**src/rtl/rf_wb_ctrl_if.sv**
```systemverilog
// Writeback bus bundle: ALU result, load result, load issue/operand query in;
// scoreboard state and register-file write port out.
interface rf_wb_ctrl_if;
    logic        alu_valid;
    logic [4:0]  alu_rd;
    logic [31:0] alu_wd;
    logic        mem_valid;
    logic [4:0]  mem_rd;
    logic [31:0] mem_wd;
    logic        mem_ready;
    logic        iss_valid;
    logic [4:0]  iss_rd;
    logic [4:0]  src_a1;
    logic [4:0]  src_a2;
    logic        hazard;
    logic [31:0] busy;
    logic        rf_wr;
    logic [4:0]  rf_a3;
    logic [31:0] rf_wd;

    modport master (
        output alu_valid, alu_rd, alu_wd, mem_valid, mem_rd, mem_wd,
               iss_valid, iss_rd, src_a1, src_a2,
        input  mem_ready, hazard, busy, rf_wr, rf_a3, rf_wd
    );

    modport slave (
        input  alu_valid, alu_rd, alu_wd, mem_valid, mem_rd, mem_wd,
               iss_valid, iss_rd, src_a1, src_a2,
        output mem_ready, hazard, busy, rf_wr, rf_a3, rf_wd
    );
endinterface

```
**src/rtl/rf_wb_ctrl.sv**
```systemverilog
// Register-file writeback controller: ALU results take the write port first,
// buffered load results drain when the ALU is idle; busy scoreboard for loads.
module rf_wb_ctrl #(
    parameter int DEPTH = 4,
    parameter int AW    = 2
) (
    input logic         clk,
    input logic         rst_n,
    rf_wb_ctrl_if.slave bus
);
    typedef struct packed {
        logic [4:0]  rd;
        logic [31:0] wd;
    } ld_ent_t;

    localparam logic [AW:0] FULL = (AW+1)'(DEPTH);

    ld_ent_t     r_mem [DEPTH];
    logic [AW-1:0] r_wp;
    logic [AW-1:0] r_rp;
    logic [AW:0]   r_cnt;
    logic [31:0]   r_busy;
    logic          r_wr;
    logic [4:0]    r_a3;
    logic [31:0]   r_wd;

    logic        w_ready;
    logic        w_push;
    logic        w_pop;
    ld_ent_t     w_head;
    logic [31:0] w_busy_nxt;

    // Readiness and pop eligibility come from the registered count only, so a
    // same-cycle push is never popped and a same-cycle pop never frees a slot.
    assign w_ready = (r_cnt != FULL);
    assign w_push  = bus.mem_valid && w_ready;
    assign w_pop   = !bus.alu_valid && (r_cnt != '0);
    assign w_head  = r_mem[r_rp];

    always_ff @(posedge clk) begin
        if (w_push) r_mem[r_wp] <= '{rd: bus.mem_rd, wd: bus.mem_wd};
    end

    always_ff @(posedge clk or negedge rst_n) begin
        if (!rst_n) begin
            r_wp  <= '0;
            r_rp  <= '0;
            r_cnt <= '0;
        end else begin
            if (w_push) r_wp <= r_wp + 1'b1;
            if (w_pop)  r_rp <= r_rp + 1'b1;
            if (w_push && !w_pop)      r_cnt <= r_cnt + 1'b1;
            else if (!w_push && w_pop) r_cnt <= r_cnt - 1'b1;
        end
    end

    // A new issue to the same register outranks the clear from a draining load.
    always_comb begin
        w_busy_nxt = r_busy;
        if (w_pop)         w_busy_nxt[w_head.rd]    = 1'b0;
        if (bus.iss_valid) w_busy_nxt[bus.iss_rd]   = 1'b1;
        w_busy_nxt[0] = 1'b0;
    end

    always_ff @(posedge clk or negedge rst_n) begin
        if (!rst_n) r_busy <= '0;
        else        r_busy <= w_busy_nxt;
    end

    always_ff @(posedge clk or negedge rst_n) begin
        if (!rst_n) begin
            r_wr <= 1'b0;
            r_a3 <= '0;
            r_wd <= '0;
        end else if (bus.alu_valid) begin
            r_wr <= (bus.alu_rd != 5'd0);
            r_a3 <= bus.alu_rd;
            r_wd <= bus.alu_wd;
        end else if (w_pop) begin
            r_wr <= (w_head.rd != 5'd0);
            r_a3 <= w_head.rd;
            r_wd <= w_head.wd;
        end else begin
            r_wr <= 1'b0;
        end
    end

    assign bus.mem_ready = w_ready;
    assign bus.busy      = r_busy;
    assign bus.hazard    = r_busy[bus.src_a1] | r_busy[bus.src_a2];
    assign bus.rf_wr     = r_wr;
    assign bus.rf_a3     = r_a3;
    assign bus.rf_wd     = r_wd;
endmodule

```
**src/flat_wrapper.sv**
```systemverilog
// flat-port wrapper written by rule: the top's interface ports become plain ports
module rf_wb_ctrl_flat 
#(
    parameter int DEPTH = 4,
    parameter int AW    = 2
)
  (clk, rst_n, bus_alu_valid, bus_alu_rd, bus_alu_wd, bus_mem_valid, bus_mem_rd, bus_mem_wd, bus_iss_valid, bus_iss_rd, bus_src_a1, bus_src_a2, bus_mem_ready, bus_hazard, bus_busy, bus_rf_wr, bus_rf_a3, bus_rf_wd);
  rf_wb_ctrl_if bus_i ();
  input logic clk;
  input logic rst_n;
  input wire logic [$bits(bus_i.alu_valid)-1:0] bus_alu_valid;
  input wire logic [$bits(bus_i.alu_rd)-1:0] bus_alu_rd;
  input wire logic [$bits(bus_i.alu_wd)-1:0] bus_alu_wd;
  input wire logic [$bits(bus_i.mem_valid)-1:0] bus_mem_valid;
  input wire logic [$bits(bus_i.mem_rd)-1:0] bus_mem_rd;
  input wire logic [$bits(bus_i.mem_wd)-1:0] bus_mem_wd;
  input wire logic [$bits(bus_i.iss_valid)-1:0] bus_iss_valid;
  input wire logic [$bits(bus_i.iss_rd)-1:0] bus_iss_rd;
  input wire logic [$bits(bus_i.src_a1)-1:0] bus_src_a1;
  input wire logic [$bits(bus_i.src_a2)-1:0] bus_src_a2;
  output wire logic [$bits(bus_i.mem_ready)-1:0] bus_mem_ready;
  output wire logic [$bits(bus_i.hazard)-1:0] bus_hazard;
  output wire logic [$bits(bus_i.busy)-1:0] bus_busy;
  output wire logic [$bits(bus_i.rf_wr)-1:0] bus_rf_wr;
  output wire logic [$bits(bus_i.rf_a3)-1:0] bus_rf_a3;
  output wire logic [$bits(bus_i.rf_wd)-1:0] bus_rf_wd;
  assign bus_i.alu_valid = bus_alu_valid;
  assign bus_i.alu_rd = bus_alu_rd;
  assign bus_i.alu_wd = bus_alu_wd;
  assign bus_i.mem_valid = bus_mem_valid;
  assign bus_i.mem_rd = bus_mem_rd;
  assign bus_i.mem_wd = bus_mem_wd;
  assign bus_i.iss_valid = bus_iss_valid;
  assign bus_i.iss_rd = bus_iss_rd;
  assign bus_i.src_a1 = bus_src_a1;
  assign bus_i.src_a2 = bus_src_a2;
  assign bus_mem_ready = bus_i.mem_ready;
  assign bus_hazard = bus_i.hazard;
  assign bus_busy = bus_i.busy;
  assign bus_rf_wr = bus_i.rf_wr;
  assign bus_rf_a3 = bus_i.rf_a3;
  assign bus_rf_wd = bus_i.rf_wd;
  rf_wb_ctrl #(.DEPTH(DEPTH), .AW(AW)) u_core (.clk(clk), .rst_n(rst_n), .bus(bus_i));
endmodule
```
**config.mk**
```make
export PLATFORM = sky130hd
export DESIGN_NAME = rf_wb_ctrl_flat
export DESIGN_NICKNAME = d
export VERILOG_FILES = /design/src/rtl/rf_wb_ctrl_if.sv /design/src/rtl/rf_wb_ctrl.sv /design/src/flat_wrapper.sv
export SDC_FILE = /design/constraint.sdc
export NUM_CORES = 1
export LEC_CHECK = 0
export CAP_MARGIN = 5
export CORE_MARGIN = 8
export CORE_UTILIZATION = 55
export DETAILED_ROUTE_END_ITERATION = 10
export DONT_BUFFER_PORTS = 1
export PLACE_DENSITY_LB_ADDON = 0.12
export SKIP_LAST_GASP = 1
export SLEW_MARGIN = 40
export SYNTH_ARGS = -nofsm -noshare
export SYNTH_HDL_FRONTEND = slang
export SYNTH_SLANG_ARGS = --single-unit
```
**constraint.sdc**
```tcl
create_clock -name clk -period 3.5 [get_ports clk]
set_input_delay 0.525 -clock clk [delete_from_list [all_inputs] [get_ports clk]]
set_output_delay 0.525 -clock clk [all_outputs]
set_load 0.02 [all_outputs]
```
# Yosys cells after proc, flatten, opt, wreduce, memory -nomap -nowiden
# Memory sizes are Yosys's and may differ from the RTL's.
# Cells that the tools add are included.
[word_totals]
register_bits = 76
latchBits = 0
mem_bits_rw = 148
mem_bits_ro = 0
in_bits = 94
out_inout_bits = 72
memories = 1
[memory_table]
columns = ["memory", "words", "word_bits", "rd", "rd_clocked_by_memory_dff", "wr", "line", "rtl"]
rows = [
  ["u_core.r_mem", 4, 37, 1, 0, 1, "rf_wb_ctrl.sv:18", "ld_ent_t r_mem [DEPTH];"],
]
[op_classes]
addsub = 4
mul = 0
div_mod_pow = 0
magnitude_cmp = 6
n_eq_ne = 1
n_shift = 0
n_mux = 20
n_bitwise = 4
reduce_logical = 14
[ops]
columns = ["cell", "n"]
rows = [
  ["2-to-1 mux 32 bit", 4],
  ["bitwise AND 32 bit", 1],
  ["NOT 32 bit", 1],
  ["OR 32 bit", 1],
  ["< comparator 5 x 6 -> 1 bit, second input constant", 4],
  ["binary-select mux 1 bit (select 5 bit)", 2],
  ["demux 1 bit (select 5 bit)", 2],
  ["greater-or-equal comparator 5 x 1 -> 1 bit, second input constant", 2],
  ["2-to-1 mux 5 bit", 2],
  ["nonzero test 5 bit", 2],
  ["2-to-1 mux 1 bit", 8],
  ["logical AND 1 bit", 6],
  ["2-to-1 mux 3 bit", 2],
  ["adder 2 x 1 -> 2 bit, second input constant", 2],
  ["nonzero test 2 bit", 2],
  ["adder 3 x 1 -> 3 bit, second input constant", 1],
  ["zero test 1 bit", 3],
  ["inequality test 3 bit, second input constant", 1],
  ["nonzero test 3 bit", 1],
  ["subtractor 3 x 1 -> 3 bit, second input constant", 1],
  ["OR 1 bit", 1],
]

# Logic depth before layout (Yosys ltp)
# An unclocked memory read counts as a cell.
[depth]
depth_word = 10
ltp_mapped = 9

# Worst setup path before layout
# Ideal clock, no wire load.
[synth_timing]
path_kind = "input to output"
start = "input bus_src_a2[0]"
end = "output bus_hazard"
t_arrival_ns = 1.853
required_ns = 2.975
setup_slack_ns = 1.122
path_stages = 5
path_buffers = 1
path_cell_list = "buf_2 > mux4_2 > mux2_2 > a31oi_1 > o211ai_1"
[synth_between]
elab_chain_len = 3
[synth_rtl]
columns = ["element", "line", "rtl"]
rows = [
  ["start: declaration", "flat_wrapper.sv:20", "input wire logic [$bits(bus_i.src_a2)-1:0] bus_src_a2;"],
  ["binary-select mux 1 bit (select 5 bit)", "rf_wb_ctrl.sv:90", "assign bus.hazard = r_busy[bus.src_a1] | r_busy[bus.src_a2];"],
  ["2-to-1 mux 1 bit (not written as such)", "rf_wb_ctrl.sv:90", ""],
  ["OR 1 bit", "rf_wb_ctrl.sv:90", ""],
  ["end: declaration", "flat_wrapper.sv:22", "output wire logic [$bits(bus_i.hazard)-1:0] bus_hazard;"],
]
# No other way between the ends. The select of a mux whose other input is x is not followed.

# Worst setup path in the final report
[layout_timing]
start = "register u_core.r_busy[31], in the netlist u_core.bus.busy[31]"
end = "output bus_hazard"
[layout_between]
elab_chain_len = 3
elab_cells_between_ends = 5
[layout_rtl]
columns = ["element", "line", "rtl"]
rows = [
  ["start: declaration", "rf_wb_ctrl.sv:22", "logic [31:0] r_busy;"],
  ["start signal: assignment", "rf_wb_ctrl.sv:67", "else r_busy <= w_busy_nxt;"],
  ["binary-select mux 1 bit (select 5 bit)", "rf_wb_ctrl.sv:90", ""],
  ["2-to-1 mux 1 bit (not written as such)", "rf_wb_ctrl.sv:90", ""],
  ["OR 1 bit (*)", "rf_wb_ctrl.sv:90", ""],
]
# Every way passes the cells marked *; elsewhere a longest branch is shown, timed or not. The select of a mux whose other input is x is not followed.

==> summary.md <==
The total number of placement rows is 47, and the global router's overall resource usage is 0.191. The top-level I/O count was 166; the wire length per cell after detailed routing was 25.0 um. The half-perimeter wire length of the detailed placement result came out at 13700 um. Across the run, the number of max-cap violations was 0. The run gives 0 as the count of warnings emitted by yosys. In the routed design, unresolved DRC markers number 0.

The number of nets in the synthesized netlist was 668; the number of flops mapped to enable cells by yosys was 148. The sequential share of the synthesized area is 0.685, and the number of vias per cell after detailed routing is 6.22. Setup repair after global routing left no endpoint under its margin.

For this design the total switching power over the nets is 3.13 mW. In this run the remaining antenna-violating nets after routing total 0. The final layout contains 677 nets.

After technology mapping, the gate count stands at 568. The via count of the first global-routing pass came out at 5565. In this run the horizontal extent of the chip is 146 um. A synthesized cell averages 16.3 um^2. For the setup skew after layout, the log shows 7.60 ps. The number of inserted diodes is 0. TritonCTS built the clock tree. Final period utilization: 0.773. The worst-case IR drop observed on VDD is 0.593 mV. For the global-route track usage on met3, the log shows 0.0725. Total number of H-tree levels: 1. Entering global routing, the biggest net connects 77 pins. In this run the standard cell core region covers 16500 um^2.

Across all layers, the routed design uses 5060 vias. The slowest cell on the critical path was sky130_fd_sc_hd__mux4_2. The share of post-route cells with drive strength above 1 was 0.175; the post-CTS setup-driven buffer insertion count was 0. The die is 146 um tall.

For the post-place setup slack, the log shows 1170 ps. Across all hold checks on the routed design, the worst slack comes to 116 ps. The detailed-router iteration count before antenna repair was 5; the peak fanout along the critical path was 4. The worst slew margin relative to its limit came out at 0.593. The biggest cell delay along the critical path works out to 500 ps. The met1 usage was 0.223; the switching share of total power was 0.344. The kind of launch point of the worst setup path is a flip-flop. Power per standard cell area: 889 nW/um^2. For the pin with the worst max-slew slack, the measured transition is 611 ps. The run finished with clean final reports. The critical path goes through mux4_2 -> mux2_2 -> a31oi_1 -> o211ai_1.

The tools report the detailed router's first-iteration violation count as 396. The logs give 0 for the number of antenna violations at the first check in global routing and 9510 um^2 for the standard cell area after detailed placement. The layer with the highest usage was met2. The run gives 0.327 as the met2 track demand over resource in global routing. Data on the critical path is required at its endpoint by 2970 ps. Portion of total power attributed to the clock network: 0.252.

Most instantiated flip-flop cell in the synthesis netlist: sky130_fd_sc_hd__edfxtp_1. Broken down by cell family, the worst path's largest delay share belongs to multiplexers. The initial standard-cell utilization of the core was 0.561.

After synthesis the netlist holds a flip-flop and latch count of 224. After clock tree synthesis, the clock-pin slew on the worst setup and hold paths is 60 ps. The utilization after layout was 0.621.

Number of I/O port buffers: 0. Final weighted congestion in routability-driven placement: 0.826. After routing the design area is 10300 um^2. For this design the static power due to leakage is 3.63 nW. The final number of setup-violating endpoints came out at 0. The internal portion of the total power is 5.99 mW. The number of sinks on the clock net was 224.

The highest achievable clock rate was 370 MHz. Final critical-path required period: 2710 ps. The combined buffer and inverter count along the critical path is 0.

The run gives 3 as the largest buffer count on any clock path. For this run the aggregate overflow at the end of global routing stands at 0. The combinational group share of total power was 0.224. In this run, CTS created clock tree buffers numbering 23. The type of the setup path with the least slack is reg -> out. Summed over all layers, the routed wires come to 20300 um.

STA classifies the critical path endpoint as an output pin. The final number of max-transition violations came out at 0. The cell area that synthesis handed to floorplanning was 9270 um^2. The tree is rooted in a sky130_fd_sc_hd__clkbuf_16.

The fraction of registers with async set/reset is 0.339, and the first-pass GRT wire length is 32000 um. Summed over all failing endpoints, the final setup total negative slack is 0 ps. Latest clock arrival within the worst-skew pair: 500 ps. The floorplan step defined a die boundary enclosing 21300 um^2. For the worst path setup slack after routing, the log shows 794 ps. The proportion of power drawn by flip-flops and latches is 0.523.

The path class of the tightest hold or removal check is in -> reg. The arrival time at the worst endpoint came out at 2180 ps. The area growth from synthesis to layout is 10.7%, and the number of hold-slack violations in the final timing report is 0. The run gives 43 as the distinct cell type count after synthesis.
## per-stage QoR
stage / total power [mW] / cells
2_1_floorplan: 6.18 / 568
3_3_place_gp: 6.77 / 770
3_5_place_dp: 6.89 / 770
4_1_cts: 9.22 / 814
5_1_grt: 9.57 / 814
6_report: 9.12 / 814
## synthesized netlist by cell type, types with 4 or more instances
cell / n / area (um^2)
sky130_fd_sc_hd__mux2_2: 4 / 45.0
sky130_fd_sc_hd__and3_1: 4 / 25.0
sky130_fd_sc_hd__mux4_2: 46 / 1040
sky130_fd_sc_hd__edfxtp_1: 148 / 4440
sky130_fd_sc_hd__o21ai_0: 88 / 440
sky130_fd_sc_hd__a21oi_1: 5 / 25.0
sky130_fd_sc_hd__clkbuf_1: 13 / 48.8
sky130_fd_sc_hd__dfrtp_1: 76 / 1900
sky130_fd_sc_hd__nor2_1: 10 / 37.5
sky130_fd_sc_hd__inv_1: 10 / 37.5
sky130_fd_sc_hd__o211ai_1: 5 / 37.5
sky130_fd_sc_hd__nand2_1: 46 / 173
sky130_fd_sc_hd__ha_1: 5 / 62.6
sky130_fd_sc_hd__nand3_1: 4 / 20.0
sky130_fd_sc_hd__mux4_1: 4 / 105
sky130_fd_sc_hd__nand3b_1: 9 / 67.6
sky130_fd_sc_hd__mux2i_1: 37 / 370
sky130_fd_sc_hd__buf_2: 10 / 50.1
sky130_fd_sc_hd__o21ai_1: 9 / 45.0
sky130_fd_sc_hd__a222oi_1: 4 / 40.0
## power groups by stage
| stage | Sequential, mW | Combinational, mW | Clock (mW) |
|---|---|---|---|
| 6_report | 4.77 | 2.05 | 2.30 |
| 5_1_grt | 4.88 | 2.25 | 2.44 |
| 4_1_cts | 4.80 | 2.08 | 2.35 |
| 3_5_place_dp | 4.84 | 2.05 | 0 |
| 3_3_place_gp | 4.79 | 1.98 | 0 |
| 2_1_floorplan | 4.50 | 1.67 | 0 |
## flip-flops by register name (all words and copies together), names as in the netlist
register,count
u_core.bus.busy,31
u_core.bus.rf_a3,5
u_core.bus.rf_wd,32
u_core.bus.rf_wr,1
u_core.r_cnt,3
u_core.r_mem,148
u_core.r_rp,2
u_core.r_wp,2
## routing by layer
metal	wire length, um	vias up
met1	7560	2591
li1	-	2238
met5	0	-
met3	2190	31
met4	362	0
met2	10200	200
## area by class of cell
class / instances / area (um^2)
Inverter: 10 / 37.5
Fill cell: 1228 / 6260
Sequential cell: 224 / 6350
Clock buffer: 36 / 654
Tap cell: 220 / 275
Timing Repair Buffer: 11 / 105
Clock inverter: 6 / 61.3
Multi-Input combinational cell: 307 / 2780
## timing repair
action,CTS,global route
resized for setup,0,0
hold buffers,2,0
endpoints found under the hold margin,76,0
## kinds of logic (layout without fill, tap and decap cells)
group,Yosys count,after routing,share of synthesized area
AND/OR/NAND/NOR,89,89,0.0489
multiplexers,91,91,0.168
adder cells (fa/ha/maj),6,6,0.00891
flip-flops,224,224,0.685
AO/OA/AOI/OAI,114,114,0.0661
XOR/XNOR,6,6,0.00567
other,1,1,0.000405
buffers and inverters,37,63,0.0175
## cell usage in the layout, fill, tap and decap left out, drive strengths merged, types with 2 or more instances in the layout
cell type	instances
nor3b	2
buf	10
mux4	50
a222oi	4
nand3	4
dfrtp	76
inv	11
a21oi	5
mux2	4
nand2b	3
xor2	3
nor3	2
or3	2
clkbuf	36
clkinv	3
ha	5
nor2	10
o211ai	5
nand2	46
mux2i	37
and3	4
o21ai	97
edfxtp	148
or3b	2
nand3b	9
xnor2	3
## worst paths after layout
path                                startpoint                    to  slack [ps]  cells after the start
min reg2reg                    u_core.r_cnt[2]       u_core.r_cnt[2]         600                      1
max in group asynchronous                rst_n        u_core.r_rp[1]        2560                      2
min in group asynchronous                rst_n  u_core.bus.rf_wd[11]         600                      2
max reg2reg                    u_core.r_cnt[0]       u_core.r_cnt[1]        1150                      7
min                             bus_mem_wd[14]   u_core.r_mem[1][14]         120                      0
max                        u_core.bus.busy[31]            bus_hazard         790                      4
No activity file was read; power rests on OpenSTA's default activity.
